--- src/rtl/patterner_pkg.sv ---
// Shared definitions for the pattern cell: trigger-mode encodings,
// the layer-count helper and the saturating quality function.
package patterner_pkg;

    typedef enum logic [1:0] {
        TM_BOTH      = 2'd0,
        TM_KILL_COLL = 2'd1,
        TM_KILL_ACC  = 2'd2,
        TM_ACC_VETO  = 2'd3
    } trig_mode_t;

    function automatic int layer_count(input logic [31:0] hits);
        int n;
        n = 0;
        for (int i = 0; i < 32; i++) begin
            n += int'(hits[i]);
        end
        return n;
    endfunction

    // Offset-subtracted layer count, floored at 0 and clipped to the output width.
    function automatic int sat_quality(input int qv, input int qofs, input int qw);
        int q;
        int qmax;
        q    = (qv >= qofs) ? (qv - qofs) : 0;
        qmax = (1 << qw) - 1;
        return (q > qmax) ? qmax : q;
    endfunction

endpackage

--- src/rtl/patterner_cell_p_if.sv ---
// Hit, mask, configuration and result bundle for one pattern cell.
interface patterner_cell_p_if #(
    parameter int NLY  = 6,
    parameter int WIN  = 3,
    parameter int CNTW = 3,
    parameter int QW   = 2,
    parameter int DTW  = 4
);
    localparam int SW = $clog2(NLY + 1);

    logic [NLY*WIN-1:0] ly;
    logic [NLY*WIN-1:0] collmask;
    logic [NLY*WIN-1:0] accmask;
    logic [CNTW-1:0]    drifttime;
    logic [SW-1:0]      pretrig;
    logic [SW-1:0]      trig;
    logic [SW-1:0]      acc_pretrig;
    logic [SW-1:0]      acc_trig;
    logic [DTW-1:0]     deadtime;
    logic [1:0]         trig_mode;
    logic               vc;
    logic [QW-1:0]      qc;
    logic               va;
    logic [QW-1:0]      qa;

    modport master (
        output ly, collmask, accmask, drifttime, pretrig, trig,
               acc_pretrig, acc_trig, deadtime, trig_mode,
        input  vc, qc, va, qa
    );

    modport slave (
        input  ly, collmask, accmask, drifttime, pretrig, trig,
               acc_pretrig, acc_trig, deadtime, trig_mode,
        output vc, qc, va, qa
    );

endinterface

--- src/rtl/patterner_chan.sv ---
// One pattern channel: masked layer count, saturating BX counter, peak hold,
// dead time and quality. The caller supplies kill and veto terms.
module patterner_chan
    import patterner_pkg::*;
#(
    parameter int NLY  = 6,
    parameter int WIN  = 3,
    parameter int CNTW = 3,
    parameter int QW   = 2,
    parameter int QOFS = 3,
    parameter int DTW  = 4,
    localparam int SW  = $clog2(NLY + 1)
) (
    input  logic               clk,
    input  logic               rst_n,
    input  logic [NLY*WIN-1:0] ly,
    input  logic [NLY*WIN-1:0] mask,
    input  logic [CNTW-1:0]    drifttime,
    input  logic [SW-1:0]      pretrig,
    input  logic [SW-1:0]      trig,
    input  logic [DTW-1:0]     deadtime,
    input  logic               kill,
    input  logic               veto,
    output logic               fire,
    output logic [QW-1:0]      quality
);

    logic [NLY-1:0]  hit_ly;
    logic [SW-1:0]   sum;
    logic [SW-1:0]   qv;
    logic [CNTW-1:0] bx;
    logic [SW-1:0]   pk;
    logic [DTW-1:0]  dead;
    logic            clr;

    always_comb begin
        hit_ly = '0;
        for (int k = 0; k < NLY; k++) begin
            hit_ly[k] = |(ly[k*WIN +: WIN] & mask[k*WIN +: WIN]);
        end
    end

    assign sum     = SW'(layer_count(32'(hit_ly)));
    assign qv      = (pk > sum) ? pk : sum;
    assign quality = QW'(sat_quality(int'(qv), QOFS, QW));
    assign clr     = (sum < pretrig) | kill | (dead != '0);

    // Veto only blocks the fire; it must not arm this channel's dead time.
    assign fire = (bx == drifttime) & (sum >= trig) & (dead == '0) & ~kill & ~veto;

    always_ff @(posedge clk or negedge rst_n) begin
        if (!rst_n) begin
            bx   <= '0;
            pk   <= '0;
            dead <= '0;
        end else begin
            if (clr) begin
                bx <= '0;
                pk <= '0;
            end else begin
                bx <= (bx == '1) ? bx : bx + 1'b1;
                pk <= qv;
            end

            if (fire) begin
                dead <= deadtime;
            end else if (dead != '0) begin
                dead <= dead - 1'b1;
            end
        end
    end

endmodule

--- src/rtl/patterner_cell_p.sv ---
// Pattern cell for one key wire group: collision and accelerator channels,
// trig_mode kill/veto rules and the registered valid/quality outputs.
module patterner_cell_p
    import patterner_pkg::*;
#(
    parameter int NLY  = 6,
    parameter int WIN  = 3,
    parameter int CNTW = 3,
    parameter int QW   = 2,
    parameter int QOFS = 3,
    parameter int DTW  = 4
) (
    input  logic             clk,
    input  logic             rst_n,
    patterner_cell_p_if.slave bus
);

    logic          fire_c;
    logic          fire_a;
    logic [QW-1:0] q_c;
    logic [QW-1:0] q_a;
    logic          kill_c;
    logic          kill_a;
    logic          veto_c;

    assign kill_c = (bus.trig_mode == TM_KILL_COLL);
    assign kill_a = (bus.trig_mode == TM_KILL_ACC);
    assign veto_c = (bus.trig_mode == TM_ACC_VETO) & fire_a;

    patterner_chan #(
        .NLY(NLY), .WIN(WIN), .CNTW(CNTW), .QW(QW), .QOFS(QOFS), .DTW(DTW)
    ) u_coll (
        .clk       (clk),
        .rst_n     (rst_n),
        .ly        (bus.ly),
        .mask      (bus.collmask),
        .drifttime (bus.drifttime),
        .pretrig   (bus.pretrig),
        .trig      (bus.trig),
        .deadtime  (bus.deadtime),
        .kill      (kill_c),
        .veto      (veto_c),
        .fire      (fire_c),
        .quality   (q_c)
    );

    patterner_chan #(
        .NLY(NLY), .WIN(WIN), .CNTW(CNTW), .QW(QW), .QOFS(QOFS), .DTW(DTW)
    ) u_acc (
        .clk       (clk),
        .rst_n     (rst_n),
        .ly        (bus.ly),
        .mask      (bus.accmask),
        .drifttime (bus.drifttime),
        .pretrig   (bus.acc_pretrig),
        .trig      (bus.acc_trig),
        .deadtime  (bus.deadtime),
        .kill      (kill_a),
        .veto      (1'b0),
        .fire      (fire_a),
        .quality   (q_a)
    );

    always_ff @(posedge clk or negedge rst_n) begin
        if (!rst_n) begin
            bus.vc <= 1'b0;
            bus.qc <= '0;
            bus.va <= 1'b0;
            bus.qa <= '0;
        end else begin
            bus.vc <= fire_c;
            bus.qc <= fire_c ? q_c : '0;
            bus.va <= fire_a;
            bus.qa <= fire_a ? q_a : '0;
        end
    end

endmodule
--- src/flat_wrapper.sv ---
// flat-port wrapper written by rule: the top's interface ports become plain ports
module patterner_cell_p_flat import patterner_pkg::*;
#(
    parameter int NLY  = 6,
    parameter int WIN  = 3,
    parameter int CNTW = 3,
    parameter int QW   = 2,
    parameter int QOFS = 3,
    parameter int DTW  = 4
)
  (clk, rst_n, bus_ly, bus_collmask, bus_accmask, bus_drifttime, bus_pretrig, bus_trig, bus_acc_pretrig, bus_acc_trig, bus_deadtime, bus_trig_mode, bus_vc, bus_qc, bus_va, bus_qa);
  patterner_cell_p_if #(.NLY(NLY), .WIN(WIN), .CNTW(CNTW), .QW(QW), .DTW(DTW)) bus_i ();
  input  logic clk;
  input  logic rst_n;
  input wire logic [$bits(bus_i.ly)-1:0] bus_ly;
  input wire logic [$bits(bus_i.collmask)-1:0] bus_collmask;
  input wire logic [$bits(bus_i.accmask)-1:0] bus_accmask;
  input wire logic [$bits(bus_i.drifttime)-1:0] bus_drifttime;
  input wire logic [$bits(bus_i.pretrig)-1:0] bus_pretrig;
  input wire logic [$bits(bus_i.trig)-1:0] bus_trig;
  input wire logic [$bits(bus_i.acc_pretrig)-1:0] bus_acc_pretrig;
  input wire logic [$bits(bus_i.acc_trig)-1:0] bus_acc_trig;
  input wire logic [$bits(bus_i.deadtime)-1:0] bus_deadtime;
  input wire logic [$bits(bus_i.trig_mode)-1:0] bus_trig_mode;
  output wire logic [$bits(bus_i.vc)-1:0] bus_vc;
  output wire logic [$bits(bus_i.qc)-1:0] bus_qc;
  output wire logic [$bits(bus_i.va)-1:0] bus_va;
  output wire logic [$bits(bus_i.qa)-1:0] bus_qa;
  assign bus_i.ly = bus_ly;
  assign bus_i.collmask = bus_collmask;
  assign bus_i.accmask = bus_accmask;
  assign bus_i.drifttime = bus_drifttime;
  assign bus_i.pretrig = bus_pretrig;
  assign bus_i.trig = bus_trig;
  assign bus_i.acc_pretrig = bus_acc_pretrig;
  assign bus_i.acc_trig = bus_acc_trig;
  assign bus_i.deadtime = bus_deadtime;
  assign bus_i.trig_mode = bus_trig_mode;
  assign bus_vc = bus_i.vc;
  assign bus_qc = bus_i.qc;
  assign bus_va = bus_i.va;
  assign bus_qa = bus_i.qa;
  patterner_cell_p #(.NLY(NLY), .WIN(WIN), .CNTW(CNTW), .QW(QW), .QOFS(QOFS), .DTW(DTW)) u_core (.clk(clk), .rst_n(rst_n), .bus(bus_i));
endmodule
--- config.mk ---
export PLATFORM = sky130hd
export DESIGN_NAME = patterner_cell_p_flat
export DESIGN_NICKNAME = d
export VERILOG_FILES = /design/src/rtl/patterner_pkg.sv /design/src/rtl/patterner_cell_p_if.sv /design/src/rtl/patterner_chan.sv /design/src/rtl/patterner_cell_p.sv /design/src/flat_wrapper.sv
export SDC_FILE = /design/constraint.sdc
export NUM_CORES = 1
export LEC_CHECK = 0
export CAP_MARGIN = 15
export CORE_MARGIN = 1.5
export CORE_UTILIZATION = 40
export CTS_BUF_LIST = sky130_fd_sc_hd__clkbuf_16
export DETAILED_ROUTE_END_ITERATION = 8
export MAX_ROUTING_LAYER = met4
export PLACE_DENSITY = 0.85
export SLEW_MARGIN = 40
export SYNTH_ARGS = -nofsm -noshare
export SYNTH_HDL_FRONTEND = slang
export SYNTH_SLANG_ARGS = --single-unit
--- constraint.sdc ---
create_clock -name clk -period 2.1 [get_ports clk]
set_input_delay 0.525 -clock clk [delete_from_list [all_inputs] [get_ports clk]]
set_output_delay 0.525 -clock clk [all_outputs]
set_load 0.01 [all_outputs]
# ---- Word-level counts from Yosys, hierarchy flattened
# Index checks and enable logic that the tools add are counted.
dict set report totals {
  regBits 26
  in_bits 77
  word_cells 108
}
dict set report classes {
  add_sub_neg 16
  n_lt_le_gt_ge 10
  eq_ne 9
  muxes 18
  n_bitwise 27
  reduce_logical 18
}
# op count
set op_table {}
lappend op_table {{32-bit by 3-bit greater-than comparator with 1-bit output (second input constant)} 2}
lappend op_table {{32-bit 2-to-1 mux} 2}
lappend op_table {{3-bit bitwise AND} 12}
lappend op_table {{3-bit OR reduction} 12}
lappend op_table {{3-bit 2-to-1 mux} 8}
lappend op_table {{3-bit by 1-bit adder with 3-bit output} 6}
lappend op_table {{4-bit 2-to-1 mux} 4}
lappend op_table {{1-bit bitwise AND} 8}
lappend op_table {{4-bit zero test} 2}
lappend op_table {{2-bit 2-to-1 mux} 4}
lappend op_table {{4-bit nonzero test} 2}
lappend op_table {{3-bit by 2-bit subtractor with 4-bit output (second input constant)} 2}
lappend op_table {{4-bit by 1-bit subtractor with 4-bit output (second input constant)} 2}
lappend op_table {{2-bit by 1-bit adder with 3-bit output} 2}
lappend op_table {{3-bit by 1-bit adder with 3-bit output (second input constant)} 2}
lappend op_table {{3-bit == test} 2}
lappend op_table {{3-bit == test (second input constant)} 2}
lappend op_table {{3-bit by 2-bit >= comparator with 1-bit output (second input constant)} 2}
lappend op_table {{3-bit >= comparator} 2}
lappend op_table {{3-bit greater-than comparator} 2}
lappend op_table {{3-bit < comparator} 2}
lappend op_table {{1-bit by 1-bit adder with 2-bit output} 2}
lappend op_table {{2-bit == test (second input constant)} 2}
lappend op_table {{2-bit inequality test (second input constant)} 2}
lappend op_table {{4 further kinds} 10}

# ---- Depth between registers and ports, before layout
dict set report depth {
  ltp_word 15
  ltp_mapped 16
  ltp_nobuf 16
}

# ---- By module
# From an unflattened synthesis, not the netlist that was laid out.
dict set report hier_totals {
  cells_unflattened 216
  hier_area_um2 2172.1
}
# mod n_inst cells_per_inst area_per_inst_um2 seq_area_each_um2
set by_module_without_submodules {}
lappend by_module_without_submodules {patterner_chan 2 101 987.2 250.2}
lappend by_module_without_submodules {patterner_cell_p 1 14 197.7 150.1}

# ---- Least setup slack after synthesis
# OpenSTA, ideal clock, no wires.
dict set report synth_timing {
  kind {input-to-reg}
  startpoint {in bus_ly[0]}
  endpoint {reg u_core.bus.qc[0]}
  setup_ns 0.120
  t_arrival_ns 4.117
  setup_slack_ns -2.137
  cell_stages 13
  cell_sequence {a222oi_1 -> inv_1 -> fa_1 -> fa_1 -> ha_1 -> inv_1 -> fa_1 -> ha_1 -> inv_1 -> o41ai_2 -> mux2_2 -> ha_1 -> o211a_1}
}
dict set report synth_via {
  elab_chain_cells 15
  elab_cells_between_ends 33
  cone_classes {add/sub (11); order compare (5); mux (4); bitwise (11); reduce/logical (2)}
}
# element line_no
set synth_lines {}
lappend synth_lines {{start: declaration} flat_wrapper.sv:15} ;# input wire logic [$bits(bus_i.ly)-1:0] bus_ly;
lappend synth_lines {{parallel branches: the longest is 14 deep, another holds 32-bit by 3-bit greater-than comparator with 1-bit output} n/a}
lappend synth_lines {{2-bit 2-to-1 mux *} patterner_cell_p.sv:72} ;# bus.qc <= fire_c ? q_c : '0;
lappend synth_lines {{end signal: assignment} patterner_cell_p.sv:72}
lappend synth_lines {{end: declaration} patterner_cell_p_if.sv:35} ;# output vc, qc, va, qa
# Every way passes the cells marked *.
# A chain may end at the register's enable or synchronous reset.

# ---- Final worst setup path
dict set report layout_timing {
  startpoint {in bus_ly[9]}
  endpoint {reg u_core.bus.qc[1]}
}
dict set report layout_via {
  elab_chain_cells 13
  elab_cells_between_ends 29
  cone_classes {add/sub (7); order compare (5); mux (4); bitwise (11); reduce/logical (2)}
}
# element line_no
set layout_lines {}
lappend layout_lines {{parallel branches: the longest is 12 deep, another holds 32-bit by 3-bit greater-than comparator with 1-bit output} n/a}
lappend layout_lines {{2-bit 2-to-1 mux *} patterner_cell_p.sv:72}
# Marked as above.

==> results.md <==
* Post-Route WL at 5770 um
* Crit Reg-Reg Startpoint: u_core.u_coll.pk[0]$_DFF_PN0_
* Worst-Margin Slew at 0.572 ns
* DRC at 0
* Worst setup margin at -1.94 ns
* Slew Viols, Final at 0
* First-pass GRT wire length at 8940 um
* Critical Path Max Stage Delay at 0.54 ns
* Ant. Diodes at 0
* DR iter-0 viols at 96
* GP Congestion at 0.853
* Hold WC Path Type: register to register
* Yosys reg bits at 26
* Clock Skews at 0.00225 ns
* Vias in the first global route at 2,109
* # Max-Cap Violations at 0
* Post-synth EDFFs at 0
* Chip height at 75.8 um
* Root buffer cell: clkbuf_16
* Slew margin rel. at 0.615
* Core box area at 5110 sq um
* Worst Path Arrival at 4.19 ns
* CP Max Fanout at 4
* Most used flip-flop cell after synthesis: dfrtp_1
* Syn nets at 318
* Sequential-to-total area share from yosys stat at 0.307
* Worst Path Required at 2.25 ns
* Worst VDD drop at 0.564 mV
* Total clock sinks at 26
* Num ports at 83
* Result of the run: finished with violations
* Fin. Hold Viols at 0
* CP Launch Point: bus_ly[9]
* Cell Int Power at 2170 uW
* H-tree depth at 1
* Total number of vias at 2,017
* Switching fraction of total power at 0.378
* GRT overflow at 0
* CP Cell Sequence: buf_6 > a222oi_1 > inv_1 > fa_1 > fa_1 > ha_2 > inv_2 > fa_2 > ha_4 > buf_4 > buf_4 > and3b_1 > a311o_1 > mux2_4 > o21ai_2 > a21oi_2
* Rows at 26
* Nets@finish at 430
* Initial core utilization at 0.415
* Pwr Density at 991 nW/um^2
* Clock Latency Late Sink at 0.26 ns
* Setup crit end kind: register
* Largest net degree at the start of global routing at 27
* Routed vias/inst at 5.15
* Commonest non-fill, non-tap cell in the layout: clkdlybuf4s50_1
* Drt pass-1 iters at 4
* Share of cells above drive strength 1 at 0.332
* Maximum clock insertion buffer count at 2
* Most frequent cells in the layout: clkdlybuf4s50_1, inv_1, dfrtp_1, buf_4, ha_1
* Bufs and invs on worst path at 5
* Clock buffer count from CTS at 3
* Fin Setup TNS at -42.72 ns
* Antenna violations before repair at 0
* DRT antenna net count at 0
* Overall global routing resource usage at 0.214
* YS warnings at 0
* Failing checks: setup timing
* Yosys cell types at 38
* Class of the most critical setup path: input pin to register
* Die ar. at 5750 sq um
* CP top delay family: adder cells
* Finish-stage setup viols at 26
* Post-Syn Instances at 211
* Seq pwr share at 0.204
* Mapped Area at 2120 sq um
* Psw at 1320 uW
* Die X at 75.8 um
* P&R area growth vs syn at 65.8%
* Achievable frequency at 248 MHz
* FF-to-FF setup slack at -0.07 ns
* CTS tree: built
* CP Launch Type: input pin
* Clk slew on worst S/H paths at 0.06 ns
* Tmin final at 4.04 ns
* Mean Syn Cell Area at 10.1 sq um
* WHS at 0.596 ns
* Min-delay src: u_core.u_acc.bx[2]$_DFFE_PN0P_
* Final HPWL DP at 4550 um
* # hold bufs at CTS at 0
* RSZ-0062 raised after global routing: true
* # port buffers at 82
* Slowest CP cell: fa_1
* Clock share of power at 0.122
* Async set-reset flop share out of synthesis at 1.00
* Period Utilization, post-route at 1.92
* Combinational power share at 0.674
* Wire length per cell at 14.7 um
* Lkg Pwr at 0.00169 uW
-- layer usage --
metal | global-route usage | part of all wire | vias up
met2 | 0.420 | 0.52 | 79
met3 | 0.0304 | 0.096 | 11
met4 | 0.0794 | 0.016 | 0
li1 | - | - | 979
met1 | 0.207 | 0.37 | 948
met5 | - | 0 | -
-- power groups by stage --
stage | clock network [uW] | registers [uW] | logic [uW]
6_report | 425 | 712 | 2350
5_1_grt | 459 | 728 | 2600
4_1_cts | 436 | 710 | 2240
3_5_place_dp | 0 | 716 | 1940
3_3_place_gp | 0 | 713 | 1850
2_1_floorplan | 0 | 700 | 1300
-- sequential cells by signal, indices dropped and copies added (netlist names) --
signal              cells
u_core.u_acc.dead       4
u_core.u_coll.dead      4
u_core.u_acc.bx         3
u_core.u_acc.pk         3
u_core.u_coll.bx        3
u_core.u_coll.pk        3
u_core.bus.qa           2
u_core.bus.qc           2
u_core.bus.va           1
u_core.bus.vc           1
-- Yosys cell counts, types with 2 or more instances --
library cell | instances | area, sq um
inv_1 | 43 | 161
dfrtp_1 | 26 | 651
ha_1 | 24 | 300
a222oi_1 | 12 | 120
nor2_1 | 11 | 41.3
o21ai_0 | 7 | 35.0
xnor2_1 | 7 | 61.3
fa_1 | 6 | 120
mux2i_1 | 6 | 60.1
nand2_1 | 6 | 22.5
a21oi_1 | 5 | 25.0
mux2_4 | 5 | 75.1
xor2_1 | 5 | 43.8
mux2_2 | 4 | 45.0
nor2b_1 | 4 | 25.0
a22oi_1 | 3 | 22.5
nand2b_1 | 3 | 18.8
nand3_1 | 3 | 15.0
nor3_1 | 3 | 15.0
o21a_1 | 3 | 22.5
a311o_1 | 2 | 20.0
and3b_1 | 2 | 17.5
nor3b_4 | 2 | 37.5
o211a_1 | 2 | 20.0
o211ai_1 | 2 | 15.0
o22ai_1 | 2 | 12.5
or3_1 | 2 | 12.5
-- timing repair --
item                                    4_1_cts  5_1_grt
setup buffers                                 2        3
endpoints found under the setup margin       26       26
resized for setup                           119       13
pin swaps                                    31       17
-- tightest hold or removal path, stage by stage (launching register included) --
cell and delay [ns]:
dfrtp_1 0.38, mux2i_1 0.09, nor2_1 0.09
-- path summary, 6_finish.rpt --
check	end	cells after the start
worst max-delay path	u_core.bus.qc[1]$_DFF_PN0_	16
worst min-delay path	u_core.u_acc.bx[2]$_DFFE_PN0P_	2
worst max register to register	u_core.bus.qc[1]$_DFF_PN0_	10
worst min register to register	u_core.u_acc.bx[2]$_DFFE_PN0P_	2
max in group asynchronous	u_core.u_acc.pk[0]$_DFF_PN0_	2
min in group asynchronous	u_core.u_coll.dead[0]$_DFFE_PN0P_	2
-- area by class of cell --
class	instances	area, sq um
fill	381	1590
multi-input combinational	142	1560
timing repair buffer	107	973
sequential	26	651
inverter	43	166
tap	70	87.6
clock buffer	3	75.1
clock inverter	1	3.75
-- stage by stage --
| stage | power [uW] | instance area (sq um) | util | cells | setup WS [ns] |
|---|---|---|---|---|---|
| 6_report | 3490 | 3520 | 0.688 | 392 | -1.94 |
| 5_1_grt | 3790 | 3520 | 0.688 | 392 | -2.08 |
| 4_1_cts | 3390 | 3450 | 0.676 | 389 | -1.97 |
| 3_5_place_dp | 2650 | 3280 | 0.642 | 383 | -2.61 |
| 3_3_place_gp | 2560 | 3280 | 0.642 | 383 | -2.50 |
| 2_1_floorplan | 2000 | 2220 | - | 211 | -1.92 |
-- cells by family (layout without fill, tap and decap cells) --
kind of cell,Yosys count,after routing,share of synthesized area
buffers and inverters,43,154,0.0761
flip-flops,26,26,0.307
multiplexers,15,15,0.0850
AND/OR/NAND/NOR,37,37,0.100
XOR/XNOR,12,12,0.0496
adder cells (fa/ha/maj),31,31,0.203
AO/OA/AOI/OAI,47,47,0.179
Power figures use the tool's default switching activity.
